### src/rtl/pe_v_boundary_pkg.sv
// rtl/pe_v_boundary_pkg.sv - shared constants, types and CORDIC step for the vectoring boundary cell
// Purpose: widths, scale constant K, pipeline stage boundaries and the direction
//          encoding shared with the rotation PE; one vectoring micro-rotation helper.
// Ports:   none (package).
package pe_v_boundary_pkg;

   localparam int BITWIDTH   = 18;
   localparam int CORDIC_NUM = 14;
   localparam int PIPE_NUM   = 4;

   // Two guard bits absorb the CORDIC gain (~1.65 * sqrt(2)) without overflow.
   localparam int DW = BITWIDTH + 2;

   // K ~= 0.60725 in Q1.14, undoes the accumulated CORDIC gain.
   localparam logic [14:0] K_SCALE = 15'b010011011011101;
   localparam int          K_FRAC  = 14;

   localparam int R_MAX = (1 << (BITWIDTH - 1)) - 1;

   // Iteration ranges per pipeline stage.
   localparam int S0_FIRST = 0;
   localparam int S0_LAST  = 3;
   localparam int S1_FIRST = 4;
   localparam int S1_LAST  = 8;
   localparam int S2_FIRST = 9;
   localparam int S2_LAST  = 13;

   // Direction encoding, identical in the rotation PE.
   localparam logic DIR_CCW = 1'b1;
   localparam logic DIR_CW  = 1'b0;

   typedef logic signed [DW-1:0] cdata_t;

   function automatic logic cordic_dir(input cdata_t y);
      return (y < 0) ? DIR_CCW : DIR_CW;
   endfunction

   // One vectoring micro-rotation with shift sh; drives Y toward zero.
   function automatic void cordic_iter(input cdata_t x, input cdata_t y, input int sh,
                                       output cdata_t x_n, output cdata_t y_n);
      if (cordic_dir(y) == DIR_CCW) begin
         x_n = x - (y >>> sh);
         y_n = y + (x >>> sh);
      end else begin
         x_n = x + (y >>> sh);
         y_n = y - (x >>> sh);
      end
   endfunction

endpackage

### src/rtl/pe_v_boundary_if.sv
// rtl/pe_v_boundary_if.sv - sample/result bus of the vectoring boundary cell
// Purpose: bundles the input sample handshake and the skewed direction / magnitude outputs.
// Signals: valid_i, clear_i, x_i (sample in); start_o, angle_d_o (to rotation PE);
//          valid_o, r_o, slot_o (updated magnitude out).
// Modports: master = producer of samples / consumer of results, slave = the cell.
interface pe_v_boundary_if;
   import pe_v_boundary_pkg::*;

   logic                         valid_i;
   logic                         clear_i;
   logic signed [BITWIDTH-1:0]   x_i;
   logic                         start_o;
   logic        [CORDIC_NUM-1:0] angle_d_o;
   logic                         valid_o;
   logic        [BITWIDTH-1:0]   r_o;
   logic        [1:0]            slot_o;

   modport master (
      output valid_i, clear_i, x_i,
      input  start_o, angle_d_o, valid_o, r_o, slot_o
   );

   modport slave (
      input  valid_i, clear_i, x_i,
      output start_o, angle_d_o, valid_o, r_o, slot_o
   );

endinterface

### src/rtl/cordic_v_core.sv
// rtl/cordic_v_core.sv - 4-stage vectoring CORDIC pipeline with gain scaling
// Purpose: iterations 0-3 / 4-8 / 9-13 in stages 0-2, K scaling and saturation in stage 3.
// Ports:   clk, rst_n      clock, async active-low reset
//          en[3:0]         load enable per stage (valid entering that stage)
//          x_in, y_in      stage-0 operands
//          angle_d         skewed direction bits {stage2, stage1, stage0}
//          r_next          saturated magnitude about to be loaded (for write-back)
//          r_q             registered saturated magnitude
module cordic_v_core
   import pe_v_boundary_pkg::*;
(
   input  logic                  clk,
   input  logic                  rst_n,
   input  logic [PIPE_NUM-1:0]   en,
   input  cdata_t                x_in,
   input  cdata_t                y_in,
   output logic [CORDIC_NUM-1:0] angle_d,
   output logic [BITWIDTH-1:0]   r_next,
   output logic [BITWIDTH-1:0]   r_q
);

   localparam int PW = DW + 15;

   cdata_t x0_q, y0_q, x1_q, y1_q, x2_q;
   logic [S0_LAST-S0_FIRST:0] d0_q;
   logic [S1_LAST-S1_FIRST:0] d1_q;
   logic [S2_LAST-S2_FIRST:0] d2_q;

   cdata_t s0_x, s0_y, s1_x, s1_y, s2_x;
   logic [CORDIC_NUM-1:0] d_all;
   logic signed [PW-1:0]  prod, scaled;

   // One 14-step chain, restarted from the stage register at each stage boundary,
   // so every direction bit is produced exactly once.
   always_comb begin : chain
      cdata_t x, y, xn, yn;
      d_all = '0;
      s0_x  = '0;
      s0_y  = '0;
      s1_x  = '0;
      s1_y  = '0;
      s2_x  = '0;
      x     = x_in;
      y     = y_in;
      for (int i = 0; i < CORDIC_NUM; i++) begin
         if (i == S1_FIRST) begin
            x = x0_q;
            y = y0_q;
         end
         if (i == S2_FIRST) begin
            x = x1_q;
            y = y1_q;
         end
         d_all[i] = cordic_dir(y);
         cordic_iter(x, y, i, xn, yn);
         x = xn;
         y = yn;
         if (i == S0_LAST) begin
            s0_x = x;
            s0_y = y;
         end
         if (i == S1_LAST) begin
            s1_x = x;
            s1_y = y;
         end
         if (i == S2_LAST) s2_x = x;
      end
   end

   // X is non-negative after vectoring; the negative clamp only guards the range.
   always_comb begin
      prod   = PW'(x2_q) * $signed(PW'(K_SCALE));
      scaled = prod >>> K_FRAC;
      if (scaled[PW-1])
         r_next = '0;
      else if (scaled > PW'(R_MAX))
         r_next = BITWIDTH'(R_MAX);
      else
         r_next = scaled[BITWIDTH-1:0];
   end

   always_ff @(posedge clk or negedge rst_n) begin
      if (!rst_n) begin
         x0_q <= '0;
         y0_q <= '0;
         d0_q <= '0;
         x1_q <= '0;
         y1_q <= '0;
         d1_q <= '0;
         x2_q <= '0;
         d2_q <= '0;
         r_q  <= '0;
      end else begin
         if (en[0]) begin
            x0_q <= s0_x;
            y0_q <= s0_y;
            d0_q <= d_all[S0_LAST:S0_FIRST];
         end
         if (en[1]) begin
            x1_q <= s1_x;
            y1_q <= s1_y;
            d1_q <= d_all[S1_LAST:S1_FIRST];
         end
         if (en[2]) begin
            x2_q <= s2_x;
            d2_q <= d_all[S2_LAST:S2_FIRST];
         end
         if (en[3]) r_q <= r_next;
      end
   end

   assign angle_d = {d2_q, d1_q, d0_q};

endmodule

### src/rtl/pe_v_boundary.sv
// rtl/pe_v_boundary.sv - vectoring CORDIC boundary cell, 4 time-interleaved problems
// Purpose: vectors x_i against the stored diagonal r of the current slot, writes the
//          new magnitude back and emits skewed direction bits for the rotation PE.
// Ports:   clk    clock, rising edge
//          rst_n  async active-low reset
//          bus    pe_v_boundary_if.slave (valid_i, clear_i, x_i, start_o, angle_d_o,
//                 valid_o, r_o, slot_o)
module pe_v_boundary
   import pe_v_boundary_pkg::*;
(
   input  logic                 clk,
   input  logic                 rst_n,
   pe_v_boundary_if.slave       bus
);

   logic [1:0]          slot_cnt;
   logic [BITWIDTH-1:0] r_mem [PIPE_NUM];
   logic [1:0]          tag0, tag1, tag2, tag3;
   logic                v0, v1, v2, v3;

   cdata_t                x_op, y_op;
   logic [CORDIC_NUM-1:0] angle_d;
   logic [BITWIDTH-1:0]   r_next, r_q;

   // r_mem entries are non-negative, so zero-extension keeps them positive.
   assign x_op = bus.clear_i ? '0 : $signed({2'b00, r_mem[slot_cnt]});
   assign y_op = DW'(bus.x_i);

   cordic_v_core u_core (
      .clk     (clk),
      .rst_n   (rst_n),
      .en      ({v2, v1, v0, bus.valid_i}),
      .x_in    (x_op),
      .y_in    (y_op),
      .angle_d (angle_d),
      .r_next  (r_next),
      .r_q     (r_q)
   );

   // Write-back lands four cycles after issue, the same cycle the slot recurs,
   // so the feedback loop needs no bypass.
   always_ff @(posedge clk or negedge rst_n) begin
      if (!rst_n) begin
         slot_cnt <= '0;
         for (int i = 0; i < PIPE_NUM; i++) r_mem[i] <= '0;
         tag0 <= '0;
         tag1 <= '0;
         tag2 <= '0;
         tag3 <= '0;
         v0   <= 1'b0;
         v1   <= 1'b0;
         v2   <= 1'b0;
         v3   <= 1'b0;
      end else begin
         slot_cnt <= slot_cnt + 2'd1;
         v0 <= bus.valid_i;
         v1 <= v0;
         v2 <= v1;
         v3 <= v2;
         if (bus.valid_i) tag0 <= slot_cnt;
         if (v0) tag1 <= tag0;
         if (v1) tag2 <= tag1;
         if (v2) begin
            tag3         <= tag2;
            r_mem[tag2]  <= r_next;
         end
      end
   end

   assign bus.start_o   = v0;
   assign bus.angle_d_o = angle_d;
   assign bus.valid_o   = v3;
   assign bus.r_o       = r_q;
   assign bus.slot_o    = tag3;

endmodule

### src/flat_wrapper.sv
// flat-port wrapper written by rule: the top's interface ports become plain ports
module pe_v_boundary_flat import pe_v_boundary_pkg::*;
  (clk, rst_n, bus_valid_i, bus_clear_i, bus_x_i, bus_start_o, bus_angle_d_o, bus_valid_o, bus_r_o, bus_slot_o);
  pe_v_boundary_if bus_i ();
  input  logic clk;
  input  logic rst_n;
  input wire logic [$bits(bus_i.valid_i)-1:0] bus_valid_i;
  input wire logic [$bits(bus_i.clear_i)-1:0] bus_clear_i;
  input wire logic [$bits(bus_i.x_i)-1:0] bus_x_i;
  output wire logic [$bits(bus_i.start_o)-1:0] bus_start_o;
  output wire logic [$bits(bus_i.angle_d_o)-1:0] bus_angle_d_o;
  output wire logic [$bits(bus_i.valid_o)-1:0] bus_valid_o;
  output wire logic [$bits(bus_i.r_o)-1:0] bus_r_o;
  output wire logic [$bits(bus_i.slot_o)-1:0] bus_slot_o;
  assign bus_i.valid_i = bus_valid_i;
  assign bus_i.clear_i = bus_clear_i;
  assign bus_i.x_i = bus_x_i;
  assign bus_start_o = bus_i.start_o;
  assign bus_angle_d_o = bus_i.angle_d_o;
  assign bus_valid_o = bus_i.valid_o;
  assign bus_r_o = bus_i.r_o;
  assign bus_slot_o = bus_i.slot_o;
  pe_v_boundary u_core (.clk(clk), .rst_n(rst_n), .bus(bus_i));
endmodule
### config.mk
export PLATFORM = sky130hd
export DESIGN_NAME = pe_v_boundary_flat
export DESIGN_NICKNAME = d
export VERILOG_FILES = /design/src/rtl/pe_v_boundary_pkg.sv /design/src/rtl/pe_v_boundary_if.sv /design/src/rtl/cordic_v_core.sv /design/src/rtl/pe_v_boundary.sv /design/src/flat_wrapper.sv
export SDC_FILE = /design/constraint.sdc
export NUM_CORES = 2
export LEC_CHECK = 0
export ABC_AREA = 0
export BUFFER_PORTS_ARGS = -buffer_cell sky130_fd_sc_hd__buf_4
export CAP_MARGIN = 20
export CORE_MARGIN = 2
export CORE_UTILIZATION = 30
export CTS_BUF_LIST = sky130_fd_sc_hd__clkbuf_8
export DETAILED_ROUTE_END_ITERATION = 8
export GPL_TIMING_DRIVEN = 0
export PLACE_DENSITY_LB_ADDON = 0.08
export SETUP_SLACK_MARGIN = 0.5
export SYNTH_ARGS = -nofsm -noshare
export SYNTH_HDL_FRONTEND = slang
export SYNTH_SLANG_ARGS = --single-unit
### constraint.sdc
create_clock -name clk -period 15.6 [get_ports clk]
set_input_delay 0.78 -clock clk [delete_from_list [all_inputs] [get_ports clk]]
set_output_delay 0.78 -clock clk [all_outputs]
set_load 0.02 [all_outputs]
==> impl_metrics.ini <==
[global_route]
grt_max_degree = 110
antenna_found_initial = 4
grt_pass1_vias = 43461
grtUsageTotal = 0.2003
grt-ovfl-total = 0
grt_first_pass_wirelength_um = 253400

[layout]
final_common_cell = ha_1
final_nets = 7217
mostFrequentLayoutCells = ha_1, inv_1, nor2_1, nand2_1, xnor2_1
drive_gt1_frac = 0.1673
areaGrowthSynthToFinish_pct = 20.20

[routing]
drt_pass1_iterations = 6
avgViaCountPerCell = 5.240
drc_errors = 0
drt-initial-drc-count = 2298
vias = 44278
detail-route-antenna-nets = 0
wl_per_cell_um = 19.37
routed_wl_um = 163700

[min_path]
holdPathStages = 1
hp-class = input pin to flop
hold_start = bus_valid_i
min_to = u_core.bus.start_o

[run]
maxCapViolations = 0

[synthesis]
ys_seq_elements = 218
syn_nets = 6862
synth_flop_cell = dfrtp_1
async_flop_share = 1.000
avgSynthCellArea_um2 = 7.831
synth-edff-count = 0
ys_types = 108
ys_seq_area_frac = 0.1162
syn_area_um2 = 46930
yosysWarnings = 0
netlist_instances = 5993

[sta]
finalHoldViolCount = 0
post-route-period-util = 0.9456
clock.fmax_mhz = 67.79
skew_ps = 42.04
grt_setup_unrepaired = yes
maxSlewViolCount = 0
period_needed_ps = 14750
max_slew_margin = 0.1784
fin_setup_tns_ps = 0
worstMarginPinSlew_ps = 1223
setup_viol = 0

[cts]
cts_buffers = 50
cts_tree = built
clk-insertion-delay-late_ps = 730
htreeDepth = 2
clk_pin_slew_ps = 60
cts-root-buf = clkbuf_8
cts_max_path_buffers = 3
cts_sinks = 218

[critical_path]
cpMaxStageDelayCell = or4b_2
timing.rr.start = u_core.u_core.x0_q[4]
regToRegSetupSlack_ps = 850
cpPeakStageDelay_ps = 650
ff2ff_path_depth = 65
r2r-end = u_core.u_core.x1_q[19]
crit_top_cell = o21ai_1
cp_data_arrival_time_ps = 15370
start_kind = flop
worstPathRequired_ps = 16220
critPathMaxFanout = 7
path_class = flop to flop
endpoint_kind = flop

[place]
gp_congestion = 0.8373
port_buffers = 56
dp_hpwl_um = 134500

[die]
initial_utilization = 0.3012
rows = 145
die_w_um = 399.5
die_h_um = 399.5
dieArea_um2 = 159600
core_um2 = 155800
io_pins = 58

[outcome]
status = finished, final reports clean
==> through the flow <==
step / setup WS [ps] / utilization / hold slack, ps / std cells / area (µm²)
after floorplan: 466.1 / - / 351.9 / 5993 / 46990
after global placement: -4643 / 0.3208 / 368.4 / 8107 / 49990
after detailed placement: -4508 / 0.3215 / 367.2 / 8115 / 50100
after CTS: 496.9 / 0.3460 / 116.3 / 8331 / 53920
after global routing: 170.7 / 0.3620 / 159.9 / 8447 / 56410
final: 849.1 / 0.3620 / 216.1 / 8450 / 56420
==> flip-flops by register name, indices dropped and copies added (netlist names) <==
name                flops
u_core.bus.slot_o       2
u_core.bus.start_o      1
u_core.bus.valid_o      1
u_core.r_mem           72
u_core.slot_cnt         2
u_core.tag0             2
u_core.tag1             2
u_core.tag2             2
u_core.u_core.d0_q      4
u_core.u_core.d1_q      5
u_core.u_core.d2_q      5
u_core.u_core.r_q      18
u_core.u_core.x0_q     20
u_core.u_core.x1_q     20
u_core.u_core.x2_q     20
u_core.u_core.y0_q     20
u_core.u_core.y1_q     20
u_core.v1               1
u_core.v2               1
==> synthesized netlist by cell type, drive strengths merged (14+ instances only) <==
master,count,area [µm²]
fa,161,3223
inv,561,2106
nand2b,81,506.7
o21bai,59,442.9
nand3,94,470.5
o31ai,65,488.0
a211o,42,367.9
o211ai,34,274.0
mux2,67,754.5
nor2,446,1682
xnor2,419,3696
clkbuf,111,416.7
or3,78,488.0
o41ai,21,183.9
nor2b,84,525.5
a21boi,36,270.3
and2,52,325.3
a21oi,405,2027
a211oi,97,738.2
a21o,154,1156
o21ai,419,2097
nand4,29,181.4
or4,26,202.7
mux2i,40,400.4
nor4,50,370.3
o31a,14,122.6
nor3,179,900.9
and3,55,344.1
a31o,18,157.7
o21a,86,645.6
nand3b,29,217.7
buf,27,117.6
xor2,219,1926
nor3b,17,132.6
nand2,416,1562
ha,686,8583
o22ai,26,168.9
or2,45,281.5
a31oi,77,488.0
dfrtp,218,5455
a2111oi,19,172.7
==> layer usage <==
metal | vias to the layer above | routed length [µm] | track usage
li1 | 22253 | - | -
met1 | 21285 | 76010 | 0.2631
met2 | 557 | 79190 | 0.3473
met3 | 181 | 3644 | 0.01710
met4 | 2 | 4797 | 0.05908
met5 | - | 13 | 0
==> worst max path at each step <==
stage	startpoint	endpoint	slack, ps	cells past startpoint
6_report	u_core.u_core.x0_q[4]	u_core.u_core.x1_q[19]	850	65
5_1_grt	u_core.u_core.x0_q[5]	u_core.u_core.x1_q[19]	170	71
4_1_cts	u_core.u_core.x0_q[4]	u_core.u_core.x1_q[19]	500	74
3_5_place_dp	u_core.u_core.y0_q[19]	u_core.u_core.x1_q[19]	-4510	67
3_3_place_gp	u_core.u_core.y0_q[19]	u_core.u_core.x1_q[19]	-4640	67
2_1_floorplan	u_core.u_core.x0_q[4]	u_core.u_core.x1_q[19]	470	72
==> repair_timing <==
action | 4_1_cts | 5_1_grt
cloned | 0 | 1
hold buffers | 1 | 0
setup endpoints to repair | 86 | 55
pin swaps | 129 | 235
setup buffers | 123 | 113
endpoints found under the hold margin | 20 | 0
gates resized for setup | 406 | 402
==> cell type report <==
class                           count  area [µm²]
Fill cell                       16351       99430
Multi-Input combinational cell   5075       41930
Sequential cell                   218        5463
Tap cell                         2058        2575
Timing Repair Buffer              303        2394
Inverter                          562        2110
Buffer                            138       829.5
Clock buffer                       59       812.0
Clock inverter                     33       295.3
Antenna cell                        4       10.01
==> critical path, delay by kind of cell, from the launching register on <==
family          cells  cell delay (ps)
compound gates     27             5810
flops               1              410
xor+xnor            6             1200
fa+ha+maj           6             1650
buf+inv             6              870
simple gates       20             4690
==> kinds of logic (layout without fill, tap and decap cells) <==
family          count (synthesis)  after routing  share of synthesized area
other cells                     0              4                          0
xor+xnor                      642            642                     0.1218
compound gates               1730           1730                     0.2411
simple gates                 1748           1748                     0.1880
buf+inv                       700           1095                    0.05633
flops                         218            218                     0.1162
mux                           108            108                    0.02509
fa+ha+maj                     847            847                     0.2516
Power is left out: the tool's default activity adds up to more than one toggle a clock period on the data nets, which glitch-free logic cannot reach.
